**config.mk**
```make
export PLATFORM = sky130hd
export DESIGN_NAME = demux16_reg_flat
export DESIGN_NICKNAME = d
export VERILOG_FILES = /design/src/rtl/demux16_reg_if.sv /design/src/rtl/demux16_reg.sv /design/src/flat_wrapper.sv
export SDC_FILE = /design/constraint.sdc
export NUM_CORES = 1
export LEC_CHECK = 0
export BUFFER_PORTS_ARGS = -buffer_cell sky130_fd_sc_hd__buf_2
export CORE_MARGIN = 10
export CORE_UTILIZATION = 35
export DETAILED_ROUTE_END_ITERATION = 10
export SETUP_SLACK_MARGIN = 0.15
export SLEW_MARGIN = 20
export SYNTH_ARGS = -nofsm -noshare
export SYNTH_HDL_FRONTEND = slang
export SYNTH_SLANG_ARGS = --single-unit
export TNS_END_PERCENT = 1
```
**constraint.sdc**
```tcl
create_clock -name clk -period 1.91 [get_ports clk]
set_clock_uncertainty 0.1 [all_clocks]
set_input_delay 0.2865 -clock clk [delete_from_list [all_inputs] [get_ports clk]]
set_output_delay 0.2865 -clock clk [all_outputs]
set_load 0.05 [all_outputs]
```
**src/rtl/demux16_reg_if.sv**
```systemverilog
// Handshake and channel bus between the ALU result source and the registered 1-to-16 demux.
interface demux16_reg_if #(
  parameter int WIDTH = 8,
  parameter int NCH   = 16
);
  logic                 in_valid;
  logic                 in_ready;
  logic [WIDTH-1:0]     in_data;
  logic [3:0]           sel;
  logic                 bcast;
  logic                 clr;
  logic [NCH*WIDTH-1:0] out_bus;
  logic [NCH-1:0]       out_valid;
  logic                 busy;

  modport master (
    output in_valid, in_data, sel, bcast, clr,
    input  in_ready, out_bus, out_valid, busy
  );

  modport slave (
    input  in_valid, in_data, sel, bcast, clr,
    output in_ready, out_bus, out_valid, busy
  );
endinterface

```
**src/rtl/demux16_reg.sv**
```systemverilog
// Registered 1-to-16 demultiplexer: routes one result to a held channel register,
// or sweeps a captured value across all 16 channels one per cycle.
module demux16_reg #(
  parameter int WIDTH = 8,
  parameter int NCH   = 16
) (
  input  logic           clk,
  input  logic           rst_n,
  demux16_reg_if.slave   bus
);

  localparam logic [0:0] IDLE  = 1'b0;
  localparam logic [0:0] SWEEP = 1'b1;

  logic [0:0]                 state_q, state_d;
  logic [3:0]                 cnt_q,   cnt_d;
  logic [4:0]                 len_q,   len_d;
  logic [WIDTH-1:0]           data_q,  data_d;
  logic [NCH-1:0][WIDTH-1:0]  chan_q,  chan_d;
  logic [NCH-1:0]             valid_q, valid_d;

  assign bus.in_ready  = (state_q == IDLE) && !bus.clr;
  assign bus.busy      = (state_q == SWEEP);
  assign bus.out_bus   = chan_q;
  assign bus.out_valid = valid_q;

  // clr outranks both a fresh accept and an in-flight sweep write.
  always_comb begin
    state_d = state_q;
    cnt_d   = cnt_q;
    len_d   = len_q;
    data_d  = data_q;
    chan_d  = chan_q;
    valid_d = '0;
    if (bus.clr) begin
      state_d = IDLE;
      cnt_d   = 4'd0;
      len_d   = 5'd0;
      chan_d  = '0;
    end else if (state_q == IDLE) begin
      if (bus.in_valid) begin
        if (bus.bcast) begin
          data_d  = bus.in_data;
          cnt_d   = bus.sel;
          len_d   = 5'd0;
          state_d = SWEEP;
        end else begin
          chan_d[bus.sel]  = bus.in_data;
          valid_d[bus.sel] = 1'b1;
        end
      end
    end else begin
      chan_d[cnt_q]  = data_q;
      valid_d[cnt_q] = 1'b1;
      cnt_d          = cnt_q + 4'd1;
      len_d          = len_q + 5'd1;
      // len_q counts completed writes; 15 here means this edge is the 16th.
      if (len_q == 5'd15) begin
        state_d = IDLE;
        len_d   = 5'd0;
      end
    end
  end

  always_ff @(posedge clk or negedge rst_n) begin
    if (!rst_n) begin
      state_q <= IDLE;
      cnt_q   <= 4'd0;
      len_q   <= 5'd0;
      data_q  <= '0;
      chan_q  <= '0;
      valid_q <= '0;
    end else begin
      state_q <= state_d;
      cnt_q   <= cnt_d;
      len_q   <= len_d;
      data_q  <= data_d;
      chan_q  <= chan_d;
      valid_q <= valid_d;
    end
  end

endmodule

```
**src/flat_wrapper.sv**
```systemverilog
// flat-port wrapper written by rule: the top's interface ports become plain ports
module demux16_reg_flat 
#(
  parameter int WIDTH = 8,
  parameter int NCH   = 16
)
  (clk, rst_n, bus_in_valid, bus_in_data, bus_sel, bus_bcast, bus_clr, bus_in_ready, bus_out_bus, bus_out_valid, bus_busy);
  demux16_reg_if #(.WIDTH(WIDTH), .NCH(NCH)) bus_i ();
  input  logic clk;
  input  logic rst_n;
  input wire logic [$bits(bus_i.in_valid)-1:0] bus_in_valid;
  input wire logic [$bits(bus_i.in_data)-1:0] bus_in_data;
  input wire logic [$bits(bus_i.sel)-1:0] bus_sel;
  input wire logic [$bits(bus_i.bcast)-1:0] bus_bcast;
  input wire logic [$bits(bus_i.clr)-1:0] bus_clr;
  output wire logic [$bits(bus_i.in_ready)-1:0] bus_in_ready;
  output wire logic [$bits(bus_i.out_bus)-1:0] bus_out_bus;
  output wire logic [$bits(bus_i.out_valid)-1:0] bus_out_valid;
  output wire logic [$bits(bus_i.busy)-1:0] bus_busy;
  assign bus_i.in_valid = bus_in_valid;
  assign bus_i.in_data = bus_in_data;
  assign bus_i.sel = bus_sel;
  assign bus_i.bcast = bus_bcast;
  assign bus_i.clr = bus_clr;
  assign bus_in_ready = bus_i.in_ready;
  assign bus_out_bus = bus_i.out_bus;
  assign bus_out_valid = bus_i.out_valid;
  assign bus_busy = bus_i.busy;
  demux16_reg #(.WIDTH(WIDTH), .NCH(NCH)) u_core (.clk(clk), .rst_n(rst_n), .bus(bus_i));
endmodule
```
==> qor.yml, run 1 <==
fin_cells: 1262
dp_hpwl_um: 19470
finalPower_mw: 10.71
drcViolationCount: 0
p_per_area_mw_per_mm2: 965.6
syn_inst: 735
cts.sinks: 162
rsz0062_at_grt: "yes"
dr.first_iter.drc_count: 585
grt_pass1_vias: 7015
max-slew-margin-rel_pct: 48.44
slew_viol_final: 0
clk_pin_slew_worst_paths_ns: 0.07
p_leak_nw: 5.220
place_inst: 1212
yosys_most_used_dff: "dfrtp_1"
tns_ns: -0.09186
synth-seq-cells: 162
die_area_sq_mm: 0.02829
worst_setup_path_end_kind: "register"
grt_overflow: 0
antenna_found_initial: 0
grt_pass1_wl_um: 43440
clock_path_buffers: 2
n_antenna_cell: 0
arrival_ns: 2.14
avgSynthCellArea_sq_um: 10.46
routed_wl_um: 28410
syn-cell-area_sq_mm: 0.007687
start_util_pct: 35.44
gp_congestion: 0.8935
peakVddDrop_v: 0.0005774
layout.nets: 991
start_kind: "register"
synth.top_cell.area_share_pct: 52.73
final_util_pct: 51.13
synth_edf_count: 0
io_buffers: 162
crit_type: "reg2reg"
max_cap_violations: 0
r2r-start: "u_core.bus.busy"
yosys.area.top_type: "dfrtp_1"
hold_viol: 0
die_w_um: 168.2
grt_max_degree: 48
ant_nets: 0
drtPass1Iterations: 5
timing.final.crit_period_ns: 1.924
area_delta_synth_final_pct: 44.25
synth.distinct_cells: 58
clk_latency_ns: 0.43
cts_tree: "yes"
worst-slew-pin-transition_ns: 0.7734
wl_per_cell_um: 22.51
fin_crit_sh_pct: 100.7
async_reset_ff_share_pct: 100.0
hp-start: "bus_in_data[2]"
syn-num-nets: 757
vias_per_cell: 5.424
io_pins: 163
cp.required_ns: 2.13
fin_ws_ns: -0.01431
core_area_sq_mm: 0.02169
chipHeight_um: 168.2
htreeDepth: 4
critPathLaunch: "u_core.bus.busy"
yosysWarnings: 0
status: "finished, violations left"
finalSetupViolations: 7
yosysMostFrequentCell: "dfrtp_1"
cts-buffers-inserted: 17
cts_root_buf: "clkbuf_16"
track_usage_pct: 19.54
hold_class: "in2reg"
crit_path_max_fanout: 7
synth.area.top_cells: "dfrtp_1, mux2_2, o21ai_0"
fmax_ghz: 0.5197
violations: "setup timing"
ys_top_cells_by_count: "dfrtp_1, o21ai_0, nand2_1"
drive_gt1_share_pct: 48.78
yosysSeqAreaShare_pct: 52.73
vias: 6845
fp-row-count: 54
-- cells by family (layout without fill, tap and decap cells) --
kind of cell,count (synthesis),count (layout),share of synthesized area [%]
buffers and inverters,78,324,5.078
XOR/XNOR,2,2,0.2279
adder cells (fa/ha/maj),5,5,0.8138
multiplexers,86,86,12.65
AND/OR/NAND/NOR,190,190,11.39
flip-flops,162,162,52.73
AO/OA/AOI/OAI,212,213,17.11
-- layout make-up --
type / instances / area (sq um)
Fill cell: 1962 / 10600
Multi-Input combinational cell: 496 / 3943
Tap cell: 280 / 350.3
Timing Repair Buffer: 282 / 2111
Inverter: 10 / 37.54
Sequential cell: 162 / 4056
Clock buffer: 17 / 425.4
Clock inverter: 15 / 166.4
-- power by group --
part	total (mW)	internal (mW)	switching, mW
clock	3.48	1.86	1.62
combinational	3.07	1.04	2.03
sequential	4.16	3.76	0.400
total	10.7	6.66	4.05
-- registers in the layout, indices dropped and copies added (netlist names) --
name	cells
u_core.bus.out_bus	128
u_core.bus.out_valid	16
u_core.data_q	8
u_core.len_q	5
u_core.cnt_q	4
u_core.bus.busy	1
-- timing repair --
action	CTS	global route
resized for setup	136	70
endpoints found under the hold margin	40	0
hold buffers	3	0
endpoints found under the setup margin	143	137
setup buffers	8	5
gates cloned	2	0
pin swaps	24	32
-- placed cells by master, fill, tap and decap left out, types with 16 or more instances in the layout --
cell and count:
a31oi_1 29, dfrtp_1 160, buf_2 160, nand3_1 26, clkbuf_16 17, buf_6 17, o21ai_0 92, nor2_1 24
buf_4 76, mux2_2 23, buf_12 22, nor2_2 16, mux2_4 62, nand2_1 76
-- worst max-delay path: stages (launching register included) --
cell and delay, ns:
dfrtp_2 0.44, buf_8 0.15, buf_12 0.13, a31o_4 0.22, a41oi_4 0.25, buf_6 0.20, mux2_4 0.31
-- per-layer routing --
layer | vias up | routed length [um] | global-route usage, %
li1 | 3093 | - | -
met1 | 3482 | 12980 | 26.53
met2 | 250 | 13180 | 30.43
met3 | 20 | 1951 | 5.052
met4 | 0 | 301 | 4.656
met5 | - | 0 | 0
-- stage by stage --
stage / cell area (sq um) / setup WS, ns / hold WS (ns)
after floorplan: 7706 / -0.1087 / -0.1091
after detailed placement: 9482 / -0.1693 / 0.1392
final: 11090 / -0.01431 / 0.02554
after global routing: 11090 / -0.03186 / 0.01834
after global placement: 9482 / -0.1544 / 0.1400
after CTS: 10760 / -0.0003484 / 0.006727
-- worst paths after layout --
check | slack (ns) | endpoint | cells after the start
min in group asynchronous | 0.25 | u_core.bus.out_bus[11] | 2
hold / removal | 0.03 | u_core.data_q[2] | 2
hold reg to reg | 0.39 | u_core.bus.out_bus[23] | 2
setup reg to reg | -0.01 | u_core.bus.out_bus[30] | 6
max in group asynchronous | 0.82 | u_core.bus.out_bus[42] | 3
setup / recovery | -0.01 | u_core.bus.out_bus[30] | 6
(Power assumes the default switching activity.)
==> run 2: changes to the inputs <==
- CORE_UTILIZATION: 35 -> 33
- TNS_END_PERCENT: 1 -> 100
==> qor.yml, run 2 (synthesis gave the netlist of run 1 again) <==
max-slew-margin-rel_pct: 48.33  # -0.10 points
die_area_sq_mm: 0.02980  # +5.3%
nFillCells: 2035  # +3.7%
worst-slew-pin-transition_ns: 0.7750  # +0.001569 ns
cts.sinks: 162  # unchanged
vias_per_cell: 5.349  # -1.4%
fmax_ghz: 0.5146  # -0.98%
grt-busiest-layer: "met2"
arrival_ns: 2.19  # +0.05 ns
drtPass1Iterations: 5  # unchanged
gr-usage-met1_pct: 23.37  # -3.2 points
wl_per_cell_um: 21.94  # -2.5%
io_pins: 163  # unchanged
core_area_sq_mm: 0.02278  # +5.0%
die_w_um: 172.6  # +2.6%
largest_reg_flops: 128  # unchanged
start_kind: "register"
grt_pass1_wl_um: 42080  # -3.1%
fp-row-count: 55  # +1.9%
start_util_pct: 33.75  # -1.7 points
finalSetupViolations: 12  # +5
grt_overflow: 0  # unchanged
vias: 6991  # +2.1%
cts-buffers-inserted: 17  # unchanged
crit_path_max_fanout: 8  # +1
fin_ws_ns: -0.03330  # -0.01900 ns
layout.nets: 1003  # +1.2%
clock_path_buffers: 2  # unchanged
dp_hpwl_um: 19910  # +2.2%
max_cap_violations: 0  # unchanged
slew_viol_final: 0  # unchanged
status: "finished, violations left"
clk_pin_slew_worst_paths_ns: 0.07  # about the same
cp.required_ns: 2.15  # +0.02 ns
tns_ns: -0.2172  # -0.1254 ns
cts_tree: "yes"
hold_class: "in2reg"
grt_use_met3_pct: 4.966  # -0.086 points
drive_gt1_share_pct: 51.46  # +2.7 points
hold_viol: 0  # unchanged
gr-usage-met2_pct: 28.48  # -2.0 points
dp_slack_ns: -0.1828  # -0.01345 ns
grt_max_degree: 49  # +2.1%
p_per_area_mw_per_mm2: 936.6  # -3.0%
grt_pass1_vias: 7017  # +0.029%
p_leak_nw: 5.322  # +1.9%
final_cell_mix: "buf_2, dfrtp_1, o21ai_0"
worst_setup_path_end_kind: "register"
drcViolationCount: 0  # unchanged
fin_crit_sh_pct: 101.7  # +0.99 points
area_delta_synth_final_pct: 48.71
rsz0062_at_grt: "yes"
dr.first_iter.drc_count: 679  # +16%
htreeDepth: 4  # unchanged
gp_congestion: 0.8775  # -1.8%
peakVddDrop_v: 0.0006276  # +8.7%
chipHeight_um: 172.6  # +2.6%
mostFrequentLayoutCell: "buf_2"
cts_root_buf: "clkbuf_16"
track_usage_pct: 17.81  # -1.7 points
crit_type: "reg2reg"
violations: "setup timing"
finalPower_mw: 10.71  # about the same
timing.final.crit_period_ns: 1.943  # +0.01900 ns
routed_wl_um: 28670  # +0.93%
clk_latency_ns: 0.42  # about the same
ant_nets: 0  # unchanged
io_buffers: 162  # unchanged
antenna_found_initial: 2  # +2
==> run 2: cell types whose count changed in the layout (fill, tap and decap cells not counted), sizes merged, moves of 2 or more <==
cell    before  now
clkinv       2    5
buf        278  291
clkbuf      17   19
inv         19   14
==> run 2: worst paths after layout <==
kind / from / endpoint / slack, ns / cells past startpoint
setup reg to reg: u_core.bus.busy / u_core.bus.out_bus[36] / -0.03 / 8
hold reg to reg: u_core.bus.out_bus[23] / u_core.bus.out_bus[23] / 0.40 / 2
setup / recovery: u_core.bus.busy / u_core.bus.out_bus[36] / -0.03 / 8
hold / removal: bus_in_data[1] / u_core.data_q[1] / 0.01 / 2
min in group asynchronous: rst_n / u_core.bus.out_bus[121] / 0.25 / 2
max in group asynchronous: rst_n / u_core.bus.out_bus[87] / 0.83 / 3
==> run 2: worst max-delay path: stages (launching register included) <==
cell	delay (ns)
dfrtp_2	0.44
buf_6	0.13
nor3b_4	0.26
buf_12	0.16
buf_4	0.12
a221o_1	0.27
buf_8	0.21
nor2_4	0.03
a31oi_1	0.14
==> run 2: timing repair <==
action | 4_1_cts | 5_1_grt
endpoints found under the hold margin | 38 | 0
gates cloned | 2 | 1
resized for setup | 57 | 186
setup buffers | 16 | 12
pin swaps | 9 | 23
endpoints found under the setup margin | 140 | 146
hold buffers | 4 | 0
==> run 2: power by group <==
group / total [mW] / internal (mW) / switching, mW
clock: 3.35 / 1.85 / 1.50
combinational: 3.17 / 1.10 / 2.07
sequential: 4.19 / 3.76 / 0.426
==> run 2: stage by stage <==
stage | utilization, % | instance area, sq um | hold WS [ns] | instances
finish | 50.19 | 11430 | 0.01182 | 1307
global route | 50.18 | 11430 | 0.01216 | 1306
CTS | 46.69 | 10640 | 0.002870 | 1293
detailed placement | 41.96 | 9558 | 0.1344 | 1240
global placement | 41.96 | 9558 | 0.1364 | 1240
floorplan | - | 7854 | -0.1091 | 735
==> run 2: routing by layer <==
layer	vias up	wire (um)
met1	3564	12610
met2	272	13790
met5	-	0
li1	3124	-
met4	0	453
met3	31	1816
==> run 2: final cells by class <==
cell class                      instances  area, sq um  share of cell area (%)
Inverter                               10        37.54                  0.3283
Clock buffer                           19        442.9                   3.874
Sequential cell                       162         4060                   35.51
Multi-Input combinational cell        495         4146                   36.27
Antenna cell                            1        2.502                 0.02189
Timing Repair Buffer                  295         2226                   19.47
Tap cell                              313        391.6                   3.426
Clock inverter                         12        125.1                   1.094
